===== src/rtl/fetch_stage.sv =====
// fetch_stage: instruction-fetch stage and IF/ID pipeline register.
// Issues one outstanding request at a time to instruction memory, holds IF/ID
// under stall (buffering any instruction that lands meanwhile), and on a flush
// redirects the PC, drops stale responses and injects a bubble.
// Optional feature macro: FETCH_PERF_CNT_EN (stall-cycle and flush counters).
// Handshake: imem_req_op is a strobe that memory accepts in the same cycle;
// each accepted request returns exactly one imem_rvalid_ip pulse, in order,
// at least one cycle later. No backpressure from memory.
module fetch_stage #(
  parameter logic [31:0] RESET_PC  = 32'h0000_0000,
  parameter logic [31:0] NOP_INSTR = 32'h0000_0013
) (
  input  logic        clk,
  input  logic        reset,
  input  logic        stall_ip,
  input  logic        flush_ip,
  input  logic [31:0] redirect_pc_ip,
  output logic        imem_req_op,
  output logic [31:0] imem_addr_op,
  input  logic        imem_rvalid_ip,
  input  logic [31:0] imem_rdata_ip,
  output logic [31:0] ID_instr_op,
  output logic [31:0] ID_pc_op,
  output logic        ID_valid_op,
  output logic        fetch_busy_op,
  output logic [31:0] perf_stall_cyc_op,
  output logic [31:0] perf_flush_cnt_op,
  output logic [1:0]  dbg_state_op
);

  typedef enum logic [1:0] {
    S_REQ   = 2'd0,
    S_WAIT  = 2'd1,
    S_HOLD  = 2'd2,
    S_DRAIN = 2'd3
  } state_t;

  state_t      state, state_nxt;
  logic [31:0] pc, pc_nxt;
  logic [31:0] id_instr, id_instr_nxt;
  logic [31:0] id_pc, id_pc_nxt;
  logic        id_valid, id_valid_nxt;
  logic [31:0] hold_instr, hold_instr_nxt;
  logic [31:0] hold_pc, hold_pc_nxt;
  logic        hold_valid, hold_valid_nxt;
  logic        req;
  logic [31:0] pc_inc;

  assign pc_inc = pc + 32'd4;

  // State, PC, IF/ID and hold-buffer registers.
  always_ff @(posedge clk) begin
    if (reset) begin
      state      <= S_REQ;
      pc         <= RESET_PC;
      id_instr   <= NOP_INSTR;
      id_pc      <= 32'd0;
      id_valid   <= 1'b0;
      hold_instr <= NOP_INSTR;
      hold_pc    <= 32'd0;
      hold_valid <= 1'b0;
    end else begin
      state      <= state_nxt;
      pc         <= pc_nxt;
      id_instr   <= id_instr_nxt;
      id_pc      <= id_pc_nxt;
      id_valid   <= id_valid_nxt;
      hold_instr <= hold_instr_nxt;
      hold_pc    <= hold_pc_nxt;
      hold_valid <= hold_valid_nxt;
    end
  end

  // Next-state, request strobe and IF/ID update; flush outranks everything.
  // The fetch address follows the PC, including the advanced PC in cycles
  // that accept an instruction and immediately issue the next fetch.
  always_comb begin
    state_nxt      = state;
    pc_nxt         = pc;
    id_instr_nxt   = id_instr;
    id_pc_nxt      = id_pc;
    id_valid_nxt   = id_valid;
    hold_instr_nxt = hold_instr;
    hold_pc_nxt    = hold_pc;
    hold_valid_nxt = hold_valid;
    req            = 1'b0;
    imem_addr_op   = pc;
    if (flush_ip) begin
      pc_nxt         = redirect_pc_ip;
      id_valid_nxt   = 1'b0;
      id_instr_nxt   = NOP_INSTR;
      hold_valid_nxt = 1'b0;
      // A request still in flight must be drained before refetching.
      if ((state == S_WAIT || state == S_DRAIN) && !imem_rvalid_ip)
        state_nxt = S_DRAIN;
      else
        state_nxt = S_REQ;
    end else begin
      case (state)
        S_REQ: begin
          req       = 1'b1;
          state_nxt = S_WAIT;
          if (!stall_ip) begin
            id_valid_nxt = 1'b0;
            id_instr_nxt = NOP_INSTR;
          end
        end
        S_WAIT: begin
          if (imem_rvalid_ip && !stall_ip) begin
            id_instr_nxt = imem_rdata_ip;
            id_pc_nxt    = pc;
            id_valid_nxt = 1'b1;
            pc_nxt       = pc_inc;
            req          = 1'b1;
            imem_addr_op = pc_inc;
          end else if (imem_rvalid_ip) begin
            hold_instr_nxt = imem_rdata_ip;
            hold_pc_nxt    = pc;
            hold_valid_nxt = 1'b1;
            state_nxt      = S_HOLD;
          end else if (!stall_ip) begin
            id_valid_nxt = 1'b0;
            id_instr_nxt = NOP_INSTR;
          end
        end
        S_HOLD: begin
          if (!stall_ip) begin
            id_instr_nxt   = hold_instr;
            id_pc_nxt      = hold_pc;
            id_valid_nxt   = hold_valid;
            hold_valid_nxt = 1'b0;
            pc_nxt         = pc_inc;
            req            = 1'b1;
            imem_addr_op   = pc_inc;
            state_nxt      = S_WAIT;
          end
        end
        default: begin
          // S_DRAIN: the stale response is swallowed; IF/ID stays a bubble.
          id_valid_nxt = 1'b0;
          id_instr_nxt = NOP_INSTR;
          if (imem_rvalid_ip) state_nxt = S_REQ;
        end
      endcase
    end
  end

  assign imem_req_op   = req & ~reset;
  assign fetch_busy_op = (state == S_WAIT) || (state == S_DRAIN);
  assign ID_instr_op   = id_instr;
  assign ID_pc_op      = id_pc;
  assign ID_valid_op   = id_valid;
  assign dbg_state_op  = state;

`ifdef FETCH_PERF_CNT_EN
  logic [31:0] stall_cyc;
  logic [31:0] flush_cnt;

  // Saturating stall-cycle and flush-event counters.
  always_ff @(posedge clk) begin
    if (reset) begin
      stall_cyc <= 32'd0;
      flush_cnt <= 32'd0;
    end else begin
      if (stall_ip && stall_cyc != 32'hFFFF_FFFF) stall_cyc <= stall_cyc + 32'd1;
      if (flush_ip && flush_cnt != 32'hFFFF_FFFF) flush_cnt <= flush_cnt + 32'd1;
    end
  end

  assign perf_stall_cyc_op = stall_cyc;
  assign perf_flush_cnt_op = flush_cnt;
`else
  assign perf_stall_cyc_op = 32'd0;
  assign perf_flush_cnt_op = 32'd0;
`endif

endmodule


===== config.mk =====
export PLATFORM = sky130hd
export DESIGN_NAME = fetch_stage
export DESIGN_NICKNAME = d
export VERILOG_FILES = /design/src/rtl/fetch_stage.sv
export SDC_FILE = /design/constraint.sdc
export NUM_CORES = 1
export LEC_CHECK = 0
export CORE_MARGIN = 2
export CORE_UTILIZATION = 50
export CTS_CLUSTER_SIZE = 28
export DETAILED_ROUTE_END_ITERATION = 6
export PLACE_DENSITY_LB_ADDON = 0.3
export RECOVER_POWER = 50
export SLEW_MARGIN = 10
export SYNTH_ARGS = -nofsm -noshare
export SYNTH_HDL_FRONTEND = slang
export SYNTH_SLANG_ARGS = --single-unit

===== constraint.sdc =====
create_clock -name clk -period 5.4 [get_ports clk]
set_clock_uncertainty 0.15 [all_clocks]
set_input_delay 1.08 -clock clk [delete_from_list [all_inputs] [get_ports clk]]
set_output_delay 1.08 -clock clk [all_outputs]
set_load 0.02 [all_outputs]

# --- Yosys cells after proc, flatten, opt, wreduce, memory -nomap -nowiden ---
# Cells that the tools add are included.
totals:
  reg_bits: 164
  output_inout_bits: 165
op_classes:
  addsub: 1
  eq_ne: 11
  muxes: 33
  bitwise_logic: 4
  reduce_logical: 14
op_table:
  columns: ["cell", "count"]
  rows:
  - ["$mux W32", 10]
  - ["$pmux W32 S2", 2]
  - ["$pmux W32 S3", 1]
  - ["$add A32 B3 Y32 const B", 1]
  - ["$reduce_and A4 Y1", 4]
  - ["$mux W2", 6]
  - ["$mux W1", 10]
  - ["$ne A3 B3 Y1 const B", 3]
  - ["$ne A2 B2 Y1 const B", 3]
  - ["$pmux W1 S3", 2]
  - ["$pmux W2 S3", 1]
  - ["$eq A2 B2 Y1 const B", 2]
  - ["$reduce_bool A4 Y1", 1]
  - ["$ne A3 B2 Y1 const B", 1]
  - ["$not A1 Y1", 3]
  - ["$eq A2 B1 Y1 const B", 1]
  - ["$logic_and A1 B1 Y1", 2]
  - ["$logic_not A1 Y1", 2]
  - ["$logic_not A2 Y1", 1]
  - ["$ne A2 B1 Y1 const B", 1]
  - ["$pmux W1 S2", 1]
  - ["$reduce_and A2 Y1", 1]
  - ["$reduce_bool A2 Y1", 1]
  - ["$reduce_or A2 Y1", 1]
  - ["other kinds (2)", 2]

# --- Depth between registers and ports, before layout ---
# Gate-level depths: netlist (run 1).
depth:
  ltp_word: 6
  depth_mapped: 10
  depth_no_buf: 7

# --- Least setup slack after synthesis (run 1) ---
# Ideal clock, no wire load.
synth_path:
  kind: "input to output"
  start: "input port imem_rvalid_ip"
  end: "output port imem_addr_op[24]"
  t_arrival_ns: 2.873
  required_ns: 4.170
  setup_slack_ns: 1.297
  cell_stages: 7
  cell_sequence: "clkbuf_1 a21o_1 and2_1 clkbuf_1 clkbuf_1 o21ai_0 o21ai_0"
synth_between:
  elab_chain_len: 4
synth_rtl:
  columns: ["element", "line_no", "text"]
  rows:
  - ["start, declared", "20", "input logic imem_rvalid_ip,"]
  - ["$logic_and A1 B1 Y1", "109", "if (imem_rvalid_ip && !stall_ip) begin"]
  - ["$mux W32", null, null]
  - ["$pmux W32 S2", null, null]
  - ["$mux W32", "88", "if (flush_ip) begin"]
  - ["end, declared", "19", "output logic [31:0] imem_addr_op,"]
# Every way passes these cells.

# --- Final worst setup path (run 1) ---
layout_path:
  start: "input port imem_rvalid_ip"
  end: "output port imem_addr_op[14]"
# Same word-level chain as after synthesis.

==> results of run 1 <==
==> state kept, by name (all words and copies together), names as in the netlist <==
signal        cells
pc               32
ID_pc_op         32
ID_instr_op      32
hold_pc          32
dbg_state_op      2
hold_instr       32
ID_valid_op       1
hold_valid        1
==> worst register-to-register path, cell delays in order, from the launching register on <==
cell and delay, ns:
dfxtp_1 0.38, inv_1 0.15, ha_1 0.47, nor3b_1 0.34
clkbuf_1 1.77, nand2_1 0.20, a21oi_1 0.19
==> final cells by class <==
| cell class | instances | area (um^2) | share of cell area [%] |
|---|---|---|---|
| Multi-Input combinational cell | 788 | 4450 | 42.3 |
| Sequential cell | 164 | 3280 | 31.3 |
| Timing Repair Buffer | 194 | 1840 | 17.6 |
| Clock buffer | 18 | 439 | 4.18 |
| Tap cell | 220 | 275 | 2.62 |
| Clock inverter | 14 | 141 | 1.35 |
| Inverter | 19 | 71.3 | 0.679 |
| Antenna cell | 1 | 2.50 | 0.0238 |
==> worst paths after layout <==
path	from	endpoint	slack, ns	cells after the start
max	imem_rvalid_ip	imem_addr_op[14]	0.46	9
min	hold_pc[23]	hold_pc[23]	0.30	2
max reg2reg	dbg_state_op[1]	hold_instr[6]	1.65	6
min reg2reg	hold_pc[23]	hold_pc[23]	0.30	2
==> through the flow <==
| stage | cells | worst slack, ns |
|---|---|---|
| 2_1_floorplan | 1137 | 1.30 |
| 3_3_place_gp | 1385 | 0.530 |
| 3_5_place_dp | 1385 | 0.513 |
| 4_1_cts | 1417 | 0.484 |
| 5_1_grt | 1417 | 0.281 |
| 6_report | 1418 | 0.456 |
==> metal layers <==
| layer | track usage [%] | vias to the layer above | routed length [um] | share of wire, % |
|---|---|---|---|---|
| li1 | - | 3897 | - | - |
| met1 | 34.2 | 3818 | 10200 | 42 |
| met2 | 42.1 | 368 | 11300 | 47 |
| met3 | 6.91 | 37 | 2090 | 8.7 |
| met4 | 8.30 | 0 | 429 | 1.8 |
| met5 | 0 | - | 0 | 0 |
==> logic make-up (layout without fill, tap and decap cells) <==
family / after synthesis / count (layout) / share of synthesized area [%]
fa+ha+maj: 7 / 7 / 1.03
flops: 164 / 164 / 38.6
mux: 37 / 37 / 4.35
simple gates: 366 / 366 / 19.4
other cells: 1 / 65 / 0.0441
xor+xnor: 1 / 1 / 0.103
compound gates: 313 / 313 / 24.3
buf+inv: 185 / 245 / 12.2
==> layout by cell type (no fill, tap or decap), types with 8 or more instances in the layout <==
cell             instances
nor2_1                  95
nand3_1                 25
inv_1                   18
conb_1                  64
nor4_1                   8
buf_4                   18
a211oi_1                36
nor3_1                  15
o211ai_1                11
nand2_1                164
and3_1                   8
dlygate4sd3_1           68
mux2i_1                 37
a21oi_1                 98
a31oi_1                 16
a22oi_1                 33
clkdlybuf4s50_1         99
and2_1                   9
o21ai_0                 39
dfxtp_1                164
clkbuf_16               17
a22o_1                  31
==> power by group <==
| part | switching [uW] | leakage [uW] | internal (uW) | total (uW) |
|---|---|---|---|---|
| clock | 537 | 0.000289 | 663 | 1200 |
| sequential | 85.3 | 0.00133 | 1300 | 1380 |
| combinational | 608 | 0.00227 | 373 | 981 |
| total | 1230 | 0.00389 | 2340 | 3570 |
==> impl_metrics.py, run 1 <==
metrics = {
    "worst_setup_path": {
        "critPathLaunchType": "input port",
        "criticalPathCategory": "in2out",
        "required_ns": 4.17,
        "crit_buf_inv": 4,
        "cp_max_fo": 12,
        "cp.arrival_ns": 3.71,
        "slowest_delay_ns": 0.60,
        "critPathTopFamily": "buffers and inverters",
        "crit_path_end_kind": "output pin",
        "cpMaxStageDelayCell": "clkdlybuf4s50_1",
        "path_cells": "clkdlybuf4s50_1 > buf_4 > nor2b_1 > o22ai_1 > nand2_1 > clkbuf_1 > o221ai_1 > nand2_1 > clkdlybuf4s50_1",
    },
    "clock_tree": {
        "clk_latency_ns": 0.43,
        "ctsResizeCount": 0,
        "cts_tree": "done",
        "clkTransAtPathRegs_ns": 0.06,
        "h-tree-depth": 4,
        "root_buffer": "clkbuf_16",
        "cts.sink_count": 164,
        "max-clock-path-buffers": 2,
        "cts_setup_buffers": 0,
        "ctsHoldBuffers": 0,
        "cts_buffers": 17,
    },
    "sta": {
        "hold_viol": 0,
        "drv_slew": 180,
        "fmax_mhz": 202,
        "layout_min_cycle_time_ns": 4.94,
        "worst_slew_pin_slew_ns": 2.45,
        "rsz0062_at_grt": "false",
        "setup_violations": 0,
        "fin_crit_sh_pct": 91.6,
        "holdWs_ns": 0.303,
        "slew-limit-headroom_pct": -63.6,
        "setup-tns-final_ns": 0,
    },
    "finish": {
        "nFillCells": 1495,
        "syn2layout_area_growth_pct": 23.4,
        "fin_util_pct": 63.3,
        "layout-drive-gt1-share_pct": 5.85,
        "nets": 1260,
        "final_area_um2": 10500,
    },
    "die": {
        "die-width_um": 134,
        "initial_core_util_pct": 51.3,
        "core-area_um2": 16600,
        "die_h_um": 134,
        "die_area_um2": 18100,
        "row_count": 47,
        "io_pins": 234,
    },
    "logic_synthesis": {
        "async_flop_share_pct": 0,
        "ys.flop_type": "dfxtp_1",
        "synth_area_per_cell_um2": 7.92,
        "syn_area_um2": 8510,
        "synth_top_area_share_pct": 38.6,
        "seq_area_frac_synth_pct": 38.6,
        "synth_top_area_cell": "dfxtp_1",
        "synth_cells": 1074,
        "synth_area_leaders": "dfxtp_1, nand2_1, buf_4",
        "synthTopCellsByCount": "dfxtp_1, nand2_1, a21oi_1",
        "synth_cell_types": 65,
        "yosys_warnings": 0,
        "synth_edf_count": 0,
        "ys_ff_latch": 164,
    },
    "place": {
        "place.gp.congestion": 0.903,
        "dp_hpwl_um": 15900,
        "io_buffers": 169,
        "dpl_cell_area_um2": 9950,
    },
    "power_and_ir_drop": {
        "powerDensity_nw_per_um2": 340,
        "p_leak_uw": 0.00389,
        "power_uw": 3570,
        "peakVddDrop_mv": 0.211,
    },
    "global_route": {
        "grt_overflow": 0,
        "grt_pass1_wl_um": 37900,
        "grt_max_degree": 96,
        "first_global_vias": 7339,
        "grtUsageTotal_pct": 26.1,
        "antenna_found_initial": 1,
    },
    "hold_path": {
        "hold_class": "reg2reg",
    },
    "run_status": {
        "status": "finished with violations",
        "violations": "max-capacitance violations, max-slew violations",
    },
    "drt": {
        "wl_um": 24000,
        "dr.first_iter.drc_count": 577,
        "vias_per_cell": 5.73,
        "antenna_left": 0,
        "wl_per_cell_um": 16.9,
        "num_vias": 8120,
        "route.detailed.drc": 0,
        "firstDrtPassIters": 7,
    },
    "job": {
        "maxCapViolCount": 3,
    },
}
No activity file was read; power rests on OpenSTA's default activity.
==> run 2, diff against run 1 <==
- CTS_CLUSTER_DIAMETER: not set -> 80
- GPL_TIMING_DRIVEN: not set -> 0
==> run 2 against run 1 <==
  * Wire length grew 13%
  * Final cell count rose by 9.7%
  * Critical path depth is the same
  * Utilization rose by 4.9 points
  * Global-route usage increased by 3.1 points
  * Total power is 4.8% higher
  * Largest power group unchanged
  * First-iteration DRC count up 51%
  * Highest routed layer unchanged
  * The run now ends clean
  * Die area unchanged
  * Via count up 7.8%
  * Flip-flop and latch count unchanged
  * Sequential share of layout area decreased by 2.3 points
==> impl_metrics.py, run 2 (synthesis results as in run 1) <==
metrics = {
    "worst_setup_path": {
        "path_cells": "clkdlybuf4s50_1 > clkbuf_1 > inv_1 > nand2_1 > clkbuf_1 > o211ai_1 > a221oi_1 > a21oi_1 > clkdlybuf4s50_1",
        "required_ns": 4.17,
        "r2r_cells": 9,
        "crit_end": "imem_addr_op[15]",
        "critPathLaunchType": "input port",
        "timing.rr.start": "dbg_state_op[0]",
        "slowest_delay_ns": 0.57,
        "crit_buf_inv": 5,
        "cp.arrival_ns": 3.99,
        "worstReg2RegEnd": "ID_pc_op[16]",
        "cpMaxStageDelayCell": "clkdlybuf4s50_1",
        "crit_path_end_kind": "output pin",
        "critPathTopFamily": "buffers and inverters",
        "critical_path_depth": 9,
        "cp-startpoint": "stall_ip",
        "r2r_slack_ns": 2.26,
        "criticalPathCategory": "in2out",
        "cp_max_fo": 10,
    },
    "job": {
        "maxCapViolCount": 0,
    },
    "place": {
        "dp_hpwl_um": 19800,
        "place.gp.congestion": 0.982,
        "dpl_cell_area_um2": 10700,
        "io_buffers": 166,
        "placedCellCount": 1523,
    },
    "sta": {
        "fin_crit_sh_pct": 96.7,
        "drv_slew": 0,
        "hold_viol": 0,
        "fmax_mhz": 191,
        "slew-limit-headroom_pct": 31.8,
        "rsz0062_at_grt": "false",
        "setup-tns-final_ns": 0,
        "layout_min_cycle_time_ns": 5.22,
        "setup_violations": 0,
        "worst_slew_pin_slew_ns": 1.01,
    },
    "finish": {
        "nets": 1398,
        "nFillCells": 1429,
        "antenna_cells": 0,
        "fin_cells": 1555,
        "fin_util_pct": 68.3,
        "syn2layout_area_growth_pct": 33.0,
        "layout-drive-gt1-share_pct": 9.89,
        "final_area_um2": 11300,
        "mostFrequentLayoutCells": "dfxtp_1, nand2_1, a21oi_1",
    },
    "drt": {
        "antenna_left": 0,
        "wl_um": 27100,
        "dr.first_iter.drc_count": 871,
        "wl_per_cell_um": 17.5,
        "vias_per_cell": 5.63,
        "route.detailed.drc": 0,
        "firstDrtPassIters": 5,
        "num_vias": 8752,
    },
    "clock_tree": {
        "h-tree-depth": 4,
        "cts_buffers": 17,
        "max-clock-path-buffers": 2,
        "ctsHoldBuffers": 0,
        "clkTransAtPathRegs_ns": 0.07,
        "cts.sink_count": 164,
        "root_buffer": "clkbuf_16",
        "cts_tree": "done",
        "clk_latency_ns": 0.44,
    },
    "power_and_ir_drop": {
        "p_leak_uw": 0.00437,
        "peakVddDrop_mv": 0.253,
        "powerDensity_nw_per_um2": 330,
    },
    "global_route": {
        "grt_pass1_wl_um": 41500,
        "antenna_found_initial": 0,
        "grt_overflow": 0,
        "first_global_vias": 7957,
        "grt_max_degree": 19,
        "grtUsageTotal_pct": 29.2,
    },
    "die": {
        "die_h_um": 134,
        "initial_core_util_pct": 51.3,
        "core-area_um2": 16600,
        "row_count": 47,
        "die_area_um2": 18100,
        "die-width_um": 134,
        "io_pins": 234,
    },
    "hold_path": {
        "hold_class": "reg2reg",
    },
    "run_status": {
        "status": "finished, final reports clean",
    },
}
run 2: cell types whose count changed in the layout (fill, tap and decap cells not counted), sizes merged:
cell,delta
dlygate4sd3,+1
clkdlybuf4s50,-2
clkinv,-1
bufbuf,+1
buf,+57
inv,+2
clkbuf,+81
clkinvlp,-1
diode,-1
run 2: where the power goes:
part	total (uW)	internal [uW]	switching (uW)
Combinational	1100	418	686
Clock	1270	683	592
Sequential	1360	1300	59.1
run 2: worst min path at each step:
| stage | start | to | slack (ns) | cells after the start |
|---|---|---|---|---|
| after floorplan | hold_instr[4] | hold_instr[4] | 0.29 | 2 |
| after global placement | hold_pc[19] | hold_pc[19] | 0.29 | 2 |
| after detailed placement | hold_pc[26] | hold_pc[26] | 0.30 | 2 |
| after CTS | hold_pc[26] | hold_pc[26] | 0.31 | 2 |
| after global routing | hold_pc[28] | hold_pc[28] | 0.32 | 2 |
| final | hold_pc[3] | hold_pc[3] | 0.30 | 2 |
run 2: routing by layer:
metal / track usage, % / routed length [um] / share of wire [%] / up-vias
li1: - / - / - / 4175
met3: 6.76 / 2840 / 10 / 96
met5: 0 / 0 / 0 / -
met2: 48.0 / 12600 / 47 / 519
met4: 12.6 / 944 / 3.5 / 0
met1: 36.7 / 10700 / 39 / 3962
run 2: metrics by stage:
stage / worst slack, ns / power, uW / hold WS [ns]
final: 0.178 / 3740 / 0.304
after global routing: 0.0456 / 3870 / 0.324
after CTS: 0.0679 / 3740 / 0.306
after detailed placement: -0.0572 / 2490 / 0.297
after global placement: -0.0390 / 2480 / 0.291
after floorplan: 1.30 / 2060 / 0.285
run 2: layout make-up:
type / count / area [um^2] / area share (%)
flip-flops and latches: 164 / 3280 / 29.0
plain buffers: 166 / 973 / 8.60
well taps: 220 / 275 / 2.43
inverters: 19 / 71.3 / 0.630
clock inverters: 14 / 181 / 1.60
repair buffers: 166 / 1660 / 14.7
multi-input cells: 788 / 4430 / 39.2
clock buffers: 18 / 439 / 3.88
run 2: worst register-to-register path: cells and delay by family (launching register included):
| kind | cells | cell delay [ns] |
|---|---|---|
| buffers and inverters | 5 | 1.32 |
| DFF | 1 | 0.44 |
| adders and majority gates | 1 | 0.20 |
| and+or+nand+nor | 1 | 0.24 |
| AOI/OAI and AO/OA | 2 | 0.65 |
run 2: what timing repair did:
action	in CTS	in global routing
pin swaps	0	0
setup endpoints to repair	2	7
gates resized for setup	2	7
setup buffers	0	0
